`config.mk`:
```
export PLATFORM = sky130hd
export DESIGN_NAME = conv_sequencer_flat
export DESIGN_NICKNAME = d
export VERILOG_FILES = /design/src/rtl/conv_pkg.sv /design/src/rtl/conv_sequencer_if.sv /design/src/rtl/conv_window_mux.sv /design/src/rtl/conv_sequencer.sv /design/src/flat_wrapper.sv
export SDC_FILE = /design/constraint.sdc
export NUM_CORES = 1
export LEC_CHECK = 0
export CAP_MARGIN = 10
export CORE_MARGIN = 2
export CORE_UTILIZATION = 43
export CTS_CLUSTER_DIAMETER = 60
export DETAILED_ROUTE_END_ITERATION = 10
export GPL_ROUTABILITY_DRIVEN = 0
export GPL_TIMING_DRIVEN = 0
export PLACE_DENSITY = 0.77
export SYNTH_ARGS = -nofsm -noshare
export SYNTH_HDL_FRONTEND = slang
export SYNTH_SLANG_ARGS = --single-unit
```
`constraint.sdc`:
```
create_clock -name clk -period 6.7 [get_ports clk]
set_input_delay 1.675 -clock clk [delete_from_list [all_inputs] [get_ports clk]]
set_output_delay 1.675 -clock clk [all_outputs]
set_load 0.005 [all_outputs]
```
`src/rtl/conv_pkg.sv`:
```
// Shared types and constants for the 3x3 convolution sequencer.
package conv_pkg;

  localparam int unsigned KSIZE = 3;
  localparam int unsigned ISIZE = 4;
  localparam int unsigned OSIZE = 2;
  localparam int unsigned NTAPS = 9;

  localparam int unsigned DEF_DATA_W = 8;
  localparam int unsigned DEF_ACC_W  = 20;

  typedef enum logic [2:0] {
    IDLE,
    LOAD,
    MAC,
    EMIT,
    DONE
  } state_t;

endpackage

```
`src/rtl/conv_sequencer_if.sv`:
```
// Command, memory and result signals of the convolution sequencer.
// master: the sequencer; slave: the surrounding command/memory logic.
interface conv_sequencer_if
  import conv_pkg::*;
#(
  parameter int unsigned DATA_W = DEF_DATA_W,
  parameter int unsigned ACC_W  = DEF_ACC_W
) ();

  logic                            start;
  logic                            mem_done;
  logic [ISIZE*ISIZE*DATA_W-1:0]   a_flat;
  logic [NTAPS*DATA_W-1:0]         b_flat;
  logic                            mem_activate;
  logic                            busy;
  logic                            out_valid;
  logic [1:0]                      out_idx;
  logic [ACC_W-1:0]                out_data;
  logic                            done;
  logic                            err;

  modport master (
    input  start, mem_done, a_flat, b_flat,
    output mem_activate, busy, out_valid, out_idx, out_data, done, err
  );

  modport slave (
    output start, mem_done, a_flat, b_flat,
    input  mem_activate, busy, out_valid, out_idx, out_data, done, err
  );

endinterface

```
`src/rtl/conv_window_mux.sv`:
```
// Picks the image operand a[r+kr][c+kc] and kernel operand b[kr][kc]
// for the current output position and tap.
module conv_window_mux
  import conv_pkg::*;
#(
  parameter int unsigned DATA_W = DEF_DATA_W
) (
  input  logic [ISIZE*ISIZE*DATA_W-1:0] a_flat,
  input  logic [NTAPS*DATA_W-1:0]       b_flat,
  input  logic [1:0]                    pos,
  input  logic [3:0]                    tap,
  output logic [DATA_W-1:0]             a_sel,
  output logic [DATA_W-1:0]             b_sel
);

  logic [DATA_W-1:0] a_arr [ISIZE*ISIZE];
  logic [DATA_W-1:0] b_arr [16];
  logic [1:0]        kr;
  logic [1:0]        kc;
  logic [1:0]        a_row;
  logic [1:0]        a_col;
  logic [3:0]        b_idx;

  for (genvar i = 0; i < ISIZE*ISIZE; i++) begin : g_a
    assign a_arr[i] = a_flat[i*DATA_W +: DATA_W];
  end

  for (genvar i = 0; i < 16; i++) begin : g_b
    if (i < NTAPS) begin : g_used
      assign b_arr[i] = b_flat[i*DATA_W +: DATA_W];
    end else begin : g_pad
      assign b_arr[i] = '0;
    end
  end

  // Tap number to kernel row/column.
  always_comb begin
    kr = 2'd0;
    kc = 2'd0;
    case (tap)
      4'd0: begin kr = 2'd0; kc = 2'd0; end
      4'd1: begin kr = 2'd0; kc = 2'd1; end
      4'd2: begin kr = 2'd0; kc = 2'd2; end
      4'd3: begin kr = 2'd1; kc = 2'd0; end
      4'd4: begin kr = 2'd1; kc = 2'd1; end
      4'd5: begin kr = 2'd1; kc = 2'd2; end
      4'd6: begin kr = 2'd2; kc = 2'd0; end
      4'd7: begin kr = 2'd2; kc = 2'd1; end
      4'd8: begin kr = 2'd2; kc = 2'd2; end
      default: begin kr = 2'd0; kc = 2'd0; end
    endcase
  end

  // Row-major element addresses into both matrices.
  always_comb begin
    a_row = {1'b0, pos[1]} + kr;
    a_col = {1'b0, pos[0]} + kc;
    b_idx = {2'b00, kr} * 4'(KSIZE) + {2'b00, kc};
    a_sel = a_arr[{a_row, a_col}];
    b_sel = b_arr[b_idx];
  end

endmodule

```
`src/rtl/conv_sequencer.sv`:
```
// 3x3 convolution sequencer over a 4x4 operand matrix: loads memory,
// then one MAC per cycle for each of the four output positions.
// Optional build macro CONV_SATURATE_EN clamps out_data to 2^DATA_W-1.
module conv_sequencer
  import conv_pkg::*;
#(
  parameter int unsigned DATA_W       = DEF_DATA_W,
  parameter int unsigned ACC_W        = DEF_ACC_W,
  parameter int unsigned LOAD_TIMEOUT = 16
) (
  input  logic             clk,
  input  logic             rst,
  conv_sequencer_if.master bus
);

  localparam int unsigned TCNT_W = $clog2(LOAD_TIMEOUT + 1);

  state_t              state, state_next;
  logic [1:0]          pos, pos_next;
  logic [3:0]          tap, tap_next;
  logic [ACC_W-1:0]    acc, acc_next;
  logic [TCNT_W-1:0]   tcnt, tcnt_next;
  logic                mem_activate_q, mem_activate_next;
  logic                busy_q, busy_next;
  logic                out_valid_q, out_valid_next;
  logic [1:0]          out_idx_q, out_idx_next;
  logic [ACC_W-1:0]    out_data_q, out_data_next;
  logic                done_q, done_next;
  logic                err_q, err_next;

  logic [DATA_W-1:0]   a_sel;
  logic [DATA_W-1:0]   b_sel;
  logic [2*DATA_W-1:0] prod;
  logic [ACC_W-1:0]    acc_sum;
  logic [ACC_W-1:0]    result;

  conv_window_mux #(.DATA_W(DATA_W)) u_window_mux (
    .a_flat (bus.a_flat),
    .b_flat (bus.b_flat),
    .pos    (pos),
    .tap    (tap),
    .a_sel  (a_sel),
    .b_sel  (b_sel)
  );

  // Running sum including the current tap.
  assign prod    = a_sel * b_sel;
  assign acc_sum = acc + ACC_W'(prod);

`ifdef CONV_SATURATE_EN
  localparam logic [ACC_W-1:0] SAT_MAX = ACC_W'({DATA_W{1'b1}});
  assign result = (acc_sum > SAT_MAX) ? SAT_MAX : acc_sum;
`else
  assign result = acc_sum;
`endif

  // Next-state and next-output logic.
  always_comb begin
    state_next        = state;
    pos_next          = pos;
    tap_next          = tap;
    acc_next          = acc;
    tcnt_next         = tcnt;
    mem_activate_next = 1'b0;
    out_valid_next    = 1'b0;
    out_idx_next      = out_idx_q;
    out_data_next     = out_data_q;
    done_next         = 1'b0;
    err_next          = err_q;
    case (state)
      IDLE: begin
        tcnt_next = '0;
        if (bus.start) begin
          state_next        = LOAD;
          err_next          = 1'b0;
          mem_activate_next = 1'b1;
        end
      end
      LOAD: begin
        if (bus.mem_done) begin
          state_next = MAC;
          pos_next   = 2'd0;
          tap_next   = 4'd0;
          acc_next   = '0;
        end else if (tcnt == TCNT_W'(LOAD_TIMEOUT - 1)) begin
          state_next = IDLE;
          err_next   = 1'b1;
        end else begin
          tcnt_next         = tcnt + TCNT_W'(1);
          mem_activate_next = 1'b1;
        end
      end
      MAC: begin
        acc_next = acc_sum;
        if (tap == 4'(NTAPS - 1)) begin
          state_next     = EMIT;
          out_valid_next = 1'b1;
          out_idx_next   = pos;
          out_data_next  = result;
        end else begin
          tap_next = tap + 4'd1;
        end
      end
      EMIT: begin
        if (pos != 2'(OSIZE*OSIZE - 1)) begin
          state_next = MAC;
          pos_next   = pos + 2'd1;
          tap_next   = 4'd0;
          acc_next   = '0;
        end else begin
          state_next = DONE;
          done_next  = 1'b1;
        end
      end
      DONE: begin
        state_next = IDLE;
      end
      default: begin
        state_next = IDLE;
      end
    endcase
    busy_next = (state_next != IDLE);
  end

  // State, datapath and output registers.
  always_ff @(posedge clk) begin
    if (rst) begin
      state          <= IDLE;
      pos            <= '0;
      tap            <= '0;
      acc            <= '0;
      tcnt           <= '0;
      mem_activate_q <= 1'b0;
      busy_q         <= 1'b0;
      out_valid_q    <= 1'b0;
      out_idx_q      <= '0;
      out_data_q     <= '0;
      done_q         <= 1'b0;
      err_q          <= 1'b0;
    end else begin
      state          <= state_next;
      pos            <= pos_next;
      tap            <= tap_next;
      acc            <= acc_next;
      tcnt           <= tcnt_next;
      mem_activate_q <= mem_activate_next;
      busy_q         <= busy_next;
      out_valid_q    <= out_valid_next;
      out_idx_q      <= out_idx_next;
      out_data_q     <= out_data_next;
      done_q         <= done_next;
      err_q          <= err_next;
    end
  end

  assign bus.mem_activate = mem_activate_q;
  assign bus.busy         = busy_q;
  assign bus.out_valid    = out_valid_q;
  assign bus.out_idx      = out_idx_q;
  assign bus.out_data     = out_data_q;
  assign bus.done         = done_q;
  assign bus.err          = err_q;

endmodule
```
`src/flat_wrapper.sv`:
```
// flat-port wrapper written by rule: the top's interface ports become plain ports
module conv_sequencer_flat import conv_pkg::*;
#(
  parameter int unsigned DATA_W       = DEF_DATA_W,
  parameter int unsigned ACC_W        = DEF_ACC_W,
  parameter int unsigned LOAD_TIMEOUT = 16
)
  (clk, rst, bus_start, bus_mem_done, bus_a_flat, bus_b_flat, bus_mem_activate, bus_busy, bus_out_valid, bus_out_idx, bus_out_data, bus_done, bus_err);
  conv_sequencer_if #(.DATA_W(DATA_W), .ACC_W(ACC_W)) bus_i ();
  input  logic clk;
  input  logic rst;
  input wire logic [$bits(bus_i.start)-1:0] bus_start;
  input wire logic [$bits(bus_i.mem_done)-1:0] bus_mem_done;
  input wire logic [$bits(bus_i.a_flat)-1:0] bus_a_flat;
  input wire logic [$bits(bus_i.b_flat)-1:0] bus_b_flat;
  output wire logic [$bits(bus_i.mem_activate)-1:0] bus_mem_activate;
  output wire logic [$bits(bus_i.busy)-1:0] bus_busy;
  output wire logic [$bits(bus_i.out_valid)-1:0] bus_out_valid;
  output wire logic [$bits(bus_i.out_idx)-1:0] bus_out_idx;
  output wire logic [$bits(bus_i.out_data)-1:0] bus_out_data;
  output wire logic [$bits(bus_i.done)-1:0] bus_done;
  output wire logic [$bits(bus_i.err)-1:0] bus_err;
  assign bus_i.start = bus_start;
  assign bus_i.mem_done = bus_mem_done;
  assign bus_i.a_flat = bus_a_flat;
  assign bus_i.b_flat = bus_b_flat;
  assign bus_mem_activate = bus_i.mem_activate;
  assign bus_busy = bus_i.busy;
  assign bus_out_valid = bus_i.out_valid;
  assign bus_out_idx = bus_i.out_idx;
  assign bus_out_data = bus_i.out_data;
  assign bus_done = bus_i.done;
  assign bus_err = bus_i.err;
  conv_sequencer #(.DATA_W(DATA_W), .ACC_W(ACC_W), .LOAD_TIMEOUT(LOAD_TIMEOUT)) u_core (.clk(clk), .rst(rst), .bus(bus_i));
endmodule
```
# Word-level counts from Yosys, hierarchy flattened
# Memory sizes are Yosys's and may differ from the RTL's. A register that Yosys moved wholly into a read port is not among the register bits.
# Index checks and enable logic that the tools add are counted.
word_totals:
  mem_count: 1
  register_bits: 61
  mem_bits_ro: 64
memory_table:
  columns: ["name", "depth", "width", "rd", "rd_clocked_by_memory_dff", "wr", "line", "source"]
  rows:
  - ["(name not given)", 16, 4, 1, 1, 0, "conv_window_mux.sv:40", "case (tap)"]
classes:
  n_mux: 37
  n_lt_le_gt_ge: 2
  n_eq_ne: 13
  multipliers: 2
  add_sub_neg: 7
  n_reduce_logical: 13
  bitwise: 4
ops:
  columns: ["operator", "count"]
  rows:
  - ["8-bit binary-select mux with 4-bit select", 2]
  - ["20-bit one-hot mux with 3 select lines", 1]
  - ["20-bit 2-to-1 mux", 2]
  - ["8-bit 2-to-1 mux", 4]
  - ["20-bit by 16-bit adder with 20-bit output", 1]
  - ["4-bit 2-to-1 mux", 5]
  - ["8-bit by 8-bit multiplier with 16-bit output", 1]
  - ["3-bit 2-to-1 mux", 5]
  - ["2-bit != test (second input constant)", 6]
  - ["3-bit one-hot mux with 4 select lines", 1]
  - ["4-bit one-hot mux with 3 select lines", 1]
  - ["5-bit greater-or-equal comparator (second input constant)", 2]
  - ["5-bit 2-to-1 mux", 2]
  - ["4-bit inverter with 5-bit output", 2]
  - ["5-bit one-hot mux with 2 select lines", 1]
  - ["3-bit AND reduction", 3]
  - ["1-bit 2-to-1 mux", 8]
  - ["4-bit AND reduction", 2]
  - ["3-bit by 2-bit == test with 1-bit output (second input constant)", 2]
  - ["3-bit nonzero test", 2]
  - ["5-bit by 1-bit adder with 5-bit output (second input constant)", 1]
  - ["5-bit by 4-bit == test with 1-bit output (second input constant)", 1]
  - ["1-bit by 2-bit adder with 2-bit output", 2]
  - ["4-bit by 1-bit adder with 4-bit output (second input constant)", 1]
  - ["14 further kinds", 20]

# Depth between registers and ports, before layout
logic_depth:
  ltp_word: 9
  depth_mapped: 28

# Hierarchy
# From an unflattened synthesis, not the netlist that was laid out.
hier_totals:
  hier_cells: 772
  hier_area_um2: 7069.3
modules_own_cells:
  columns: ["mod", "n_inst", "seq_area_each_um2", "area_each_um2", "cells_per_inst"]
  rows:
  - ["conv_sequencer", 1, 1221.2, 5201.2, 622]
  - ["conv_window_mux", 1, 0.0, 1868.0, 150]

# Worst setup path before layout
# No wires, ideal clock.
synth_timing:
  path_type: "input to register"
  start: "input bus_a_flat[84]"
  end: "register u_core.out_data_q[19], in the netlist u_core.bus.out_data[19]"
  slack_ns: -0.168
  required_time_ns: 6.614
  path_stages: 16
  t_arrival_ns: 6.783
  setup_time_ns: 0.086
  path_cell_list: "mux4_1 > mux4_2 > and2_1 > fa_1 > fa_1 > inv_1 > fa_1 > fa_1 > inv_1 > ha_1 > and4_1 > a221oi_1 > o31ai_1 > o311a_1 > xnor2_1 > a211oi_1"
synth_via:
  elab_chain_len: 5
synth_rtl:
  columns: ["item", "line", "source"]
  rows:
  - ["from (decl)", "flat_wrapper.sv:14", "input wire logic [$bits(bus_i.a_flat)-1:0] bus_a_flat;"]
  - ["8-bit binary-select mux with 4-bit select", "conv_window_mux.sv:59", "a_sel = a_arr[{a_row, a_col}];"]
  - ["8-bit 2-to-1 mux (not written as such) (2 in series)", "conv_window_mux.sv:59", null]
  - ["8-bit by 8-bit multiplier with 16-bit output", "conv_sequencer.sv:47", "assign prod = a_sel * b_sel;"]
  - ["20-bit by 16-bit adder with 20-bit output", "conv_sequencer.sv:48", "assign acc_sum = acc + ACC_W'(prod);"]
  - ["to (signal assigned)", "conv_sequencer.sv:150", "out_data_q <= out_data_next;"]
  - ["to (decl)", "conv_sequencer.sv:27", "logic [ACC_W-1:0] out_data_q, out_data_next;"]
# Every way passes these cells. The select of a mux whose other input is x is not followed.
# A chain may end at the register's enable or synchronous reset.

# Worst setup path in the final report
layout_timing:
  start: "input bus_b_flat[60]"
  end: "register u_core.out_data_q[19], in the netlist u_core.bus.out_data[19]"
layout_via:
  elab_chain_len: 5
layout_rtl:
  columns: ["item", "line", "source"]
  rows:
  - ["from (decl)", "flat_wrapper.sv:15", "input wire logic [$bits(bus_i.b_flat)-1:0] bus_b_flat;"]
  - ["8-bit binary-select mux with 4-bit select", "conv_window_mux.sv:60", "b_sel = b_arr[b_idx];"]
  - ["8-bit 2-to-1 mux (not written as such) (2 in series)", "conv_window_mux.sv:60", null]
  - ["8-bit by 8-bit multiplier with 16-bit output", "conv_sequencer.sv:47", null]
  - ["20-bit by 16-bit adder with 20-bit output", "conv_sequencer.sv:48", null]
# Every way passes these cells. The select of a mux whose other input is x is not followed.

==> reports/results.tsv <==
stage	metric	value	unit
outcome	status	completed	
routing	first drt pass iteration count	6	
run	MaxCap Viol Count	0	
sta	minimum clock period after layout	6.64	ns
sta	Worst-Margin Slew	0.690	ns
global_routing	GRT Util Overall	0.254	
yosys	Main synth FF type	dfxtp_1	
yosys	ys async rst share	0	
global_routing	first-pass GRT wire length	34900	um
yosys	Synth Cell Area	6960	um2
yosys	Post-synth EDFFs	0	
yosys	Syn Area/Cell	9.65	um2
power	VDD IR-drop max	0.000349	V
power	Int Pwr	1.84	mW
clock_tree	clk root buf	clkbuf_16	
sta	Hold Violations, Final	0	
final_layout	Layout Cells excl Fill	1239	
yosys	Cells after Synth	721	
sta	RSZ-0062 raised after global routing	true	
floorplanning	full die area	17200	um2
power	switching power	1.38	mW
clock_tree	Clock transition at path regs	0.05	ns
sta	# setup viols final	0	
yosys	sequential cell area fraction in the yosys report	0.187	
global_routing	vias in the first global route	6985	
power	Clock Power Share	0.160	
critical_path	CP Data Required Time	6.95	ns
critical_path	Slowest cell on crit path	fa_1	
clock_tree	TritonCTS clock tree	yes	
critical_path	Worst EP arrival	6.89	ns
power	Leak	4.94	nW
yosys	Synthesis Warnings	0	
placement	placed wire-length estimate	17200	um
sta	max_slew headroom	0.537	
routing	total number of vias	6617	
critical_path	crit-path max FO	4	
critical_path	CP Launch Type	primary input	
routing	Post-Route WL	22500	um
routing	Routed WL per cell	18.2	um
critical_path	crit-path cells	clkdlybuf4s50_1 -> mux4_2 -> mux2i_4 -> o21ai_4 -> buf_4 -> buf_4 -> and2_4 -> fa_2 -> inv_2 -> fa_2 -> fa_1 -> fa_1 -> inv_2 -> ha_4 -> o21a_4 -> o21ai_4 -> o31ai_4 -> o311a_1 -> xnor2_1 -> a211oi_1	
final_layout	synthesis-to-layout area growth	54.1	%
global_routing	GRT overflow	0	
critical_path	CP Capture Type	flop	
floorplanning	Initial Util	0.440	
yosys	cell taking the most area after synthesis	dfxtp_1	
power	Logic pwr share	0.710	
floorplanning	DIE HEIGHT	131	um
final_layout	final design utilization	0.677	
routing	DRC	0	
final_layout	share of cells above drive strength 1	0.268	
power	Cell Pwr Density	300	nW/um2
sta	Fmax	151	MHz
yosys	#FFs+latches synth	65	
yosys	Distinct cells, synth	58	
floorplanning	Core Rows	46	
routing	Vias/cell	5.34	
critical_path	type of the worst setup path	primary input to flop	
yosys	Synth area leaders	dfxtp_1 (19%), mux4_2 (15%), fa_1 (15%)	
clock_tree	Inserted Clock Buffers	9	
yosys	synthesized netlist net count	1031	
sta	skew final	0.00569	ns
placement	PortBufs	230	
worst_hold_path	worst hold path type	flop to flop	
floorplanning	Die X	131	um
floorplanning	# IOs	231	
routing	Starting DRT DRC Count	358	
global_routing	largest net degree at the start of global routing	12	
global_routing	initial antenna violation count	2	
clock_tree	Clock Latency Late Sink	0.33	ns
floorplanning	Core Box Area	15800	um2
clock_tree	Clock Tree Buf Depth	2	
critical_path	CP max stage delay	0.54	ns
clock_tree	Max H-tree Level	3	
power	Seq pwr share	0.130	
final_layout	Final #Nets	1327	
sta	Slew Limit Fails	0	
routing	final antenna-violating net count	0	
sta	fin crit share	0.991	
placement	placed cells	1167	
clock_tree	TritonCTS Sinks	65	
yosys	post-synth top area share	0.187	
power	switching share of power	0.429	
[repair_timing]
action,CTS,global route
pin swaps,48,44
setup buffers,27,28
resized for setup,153,221
hold buffers,0,0
endpoints found under the setup margin,24,24
[final cells by class]
type / instances / area [um2]
Timing Repair Buffer: 286 / 2720
Antenna cell: 1 / 2.50
Tap cell: 216 / 270
Fill cell: 1172 / 5100
Buffer: 29 / 141
Clock inverter: 5 / 77.6
Multi-Input combinational cell: 520 / 5550
Inverter: 106 / 398
Sequential cell: 65 / 1310
Clock buffer: 11 / 253
[final timing paths]
kind	startpoint	end	slack [ns]	cells after the start
min reg2reg	u_core.bus.out_data[15]	u_core.bus.out_data[15]	0.45	2
max reg2reg	u_core.u_window_mux.kc[1]	u_core.bus.out_data[19]	0.09	25
min	u_core.bus.out_data[15]	u_core.bus.out_data[15]	0.45	2
max	bus_b_flat[60]	u_core.bus.out_data[19]	0.06	20
[through the flow]
| step | setup slack (ns) | hold WS, ns | power [mW] | instance area, um2 | setup TNS [ns] |
|---|---|---|---|---|---|
| 6_report | 0.0620 | 0.454 | 3.22 | 10700 | 0 |
| 5_1_grt | -0.122 | 0.471 | 3.48 | 10700 | -0.988 |
| 4_1_cts | 0.000326 | 0.455 | 3.02 | 10300 | 0 |
| 3_5_place_dp | -0.842 | 0.448 | 2.07 | 9560 | -13.05 |
| 3_3_place_gp | -0.800 | 0.445 | 2.06 | 9560 | -12.33 |
| 2_1_floorplan | 0.00776 | 0.446 | 1.62 | 6980 | 0 |
[synthesized netlist by cell type, drive strengths merged, types with 11 or more instances]
| cell | number |
|---|---|
| nor2 | 36 |
| xnor2 | 11 |
| o21ai | 19 |
| a21oi | 31 |
| dfxtp | 65 |
| fa | 52 |
| mux4 | 56 |
| a22oi | 14 |
| clkbuf | 21 |
| ha | 54 |
| inv | 106 |
| and2 | 40 |
| mux2i | 14 |
| nand2b | 11 |
| nand2 | 84 |
[sequential cells by signal, summed over array words and instances (netlist names), 2 cells and up]
signal	cells
u_core.u_window_mux.kr	2
u_core.bus.out_data	20
u_core.u_window_mux.kc	2
u_core.acc	20
u_core.state	3
u_core.tap	4
u_core.bus.out_idx	2
u_core.tcnt	5
u_core.pos	2
[critical path: cells and delay by family]
family / cells / cell delay [ns]
multiplexers: 2 / 0.68
XOR/XNOR: 1 / 0.15
AND/OR/NAND/NOR: 1 / 0.13
buffers and inverters: 5 / 0.78
AO/OA/AOI/OAI: 6 / 1.20
adder cells (fa/ha/maj): 5 / 2.24
[power by group through the flow]
stage                     sequential, mW  combinational, mW  clock [mW]
after floorplan                    0.423               1.20           0
after global placement             0.427               1.63           0
after detailed placement           0.428               1.64           0
after CTS                          0.420               2.08       0.518
after global routing               0.421               2.53       0.534
final                              0.419               2.28       0.513
[logic make-up after synthesis]
family          after synthesis  synth area share
simple gates                207             0.144
xor+xnor                     20            0.0273
mux                          71             0.208
fa+ha+maj                   106             0.247
buf+inv                     136            0.0764
compound gates              116             0.111
flops                        65             0.187
[metal layers]
layer / track usage / routed length (um) / vias to the layer above
met5: 0 / 0 / -
met4: 0.0652 / 554 / 0
met3: 0.0421 / 1110 / 52
met2: 0.493 / 12400 / 266
met1: 0.287 / 8420 / 3213
li1: - / - / 3086
[placed cells by master (no fill, tap or decap), drive strengths merged, types with 4 or more instances in the layout]
cell,Yosys,final
nor3,8,8
o211ai,4,4
inv,106,106
buf,9,65
a21o,8,8
a22o,8,8
a21oi,31,31
o21bai,4,4
a211oi,8,8
clkdlybuf4s50,0,102
o31ai,4,4
nor2b,4,4
nand3,5,5
ha,54,54
fa,52,52
a22oi,14,14
clkdlybuf4s15,0,24
and2,40,40
dfxtp,65,65
mux4,56,56
nor4,4,4
nand2,84,84
nor2,36,36
dlymetal6s2s,0,60
o21ai,19,19
xnor2,11,11
mux2i,14,14
nand2b,11,11
xor2,9,9
clkbuf,21,74
Power figures use the tool's default switching activity.
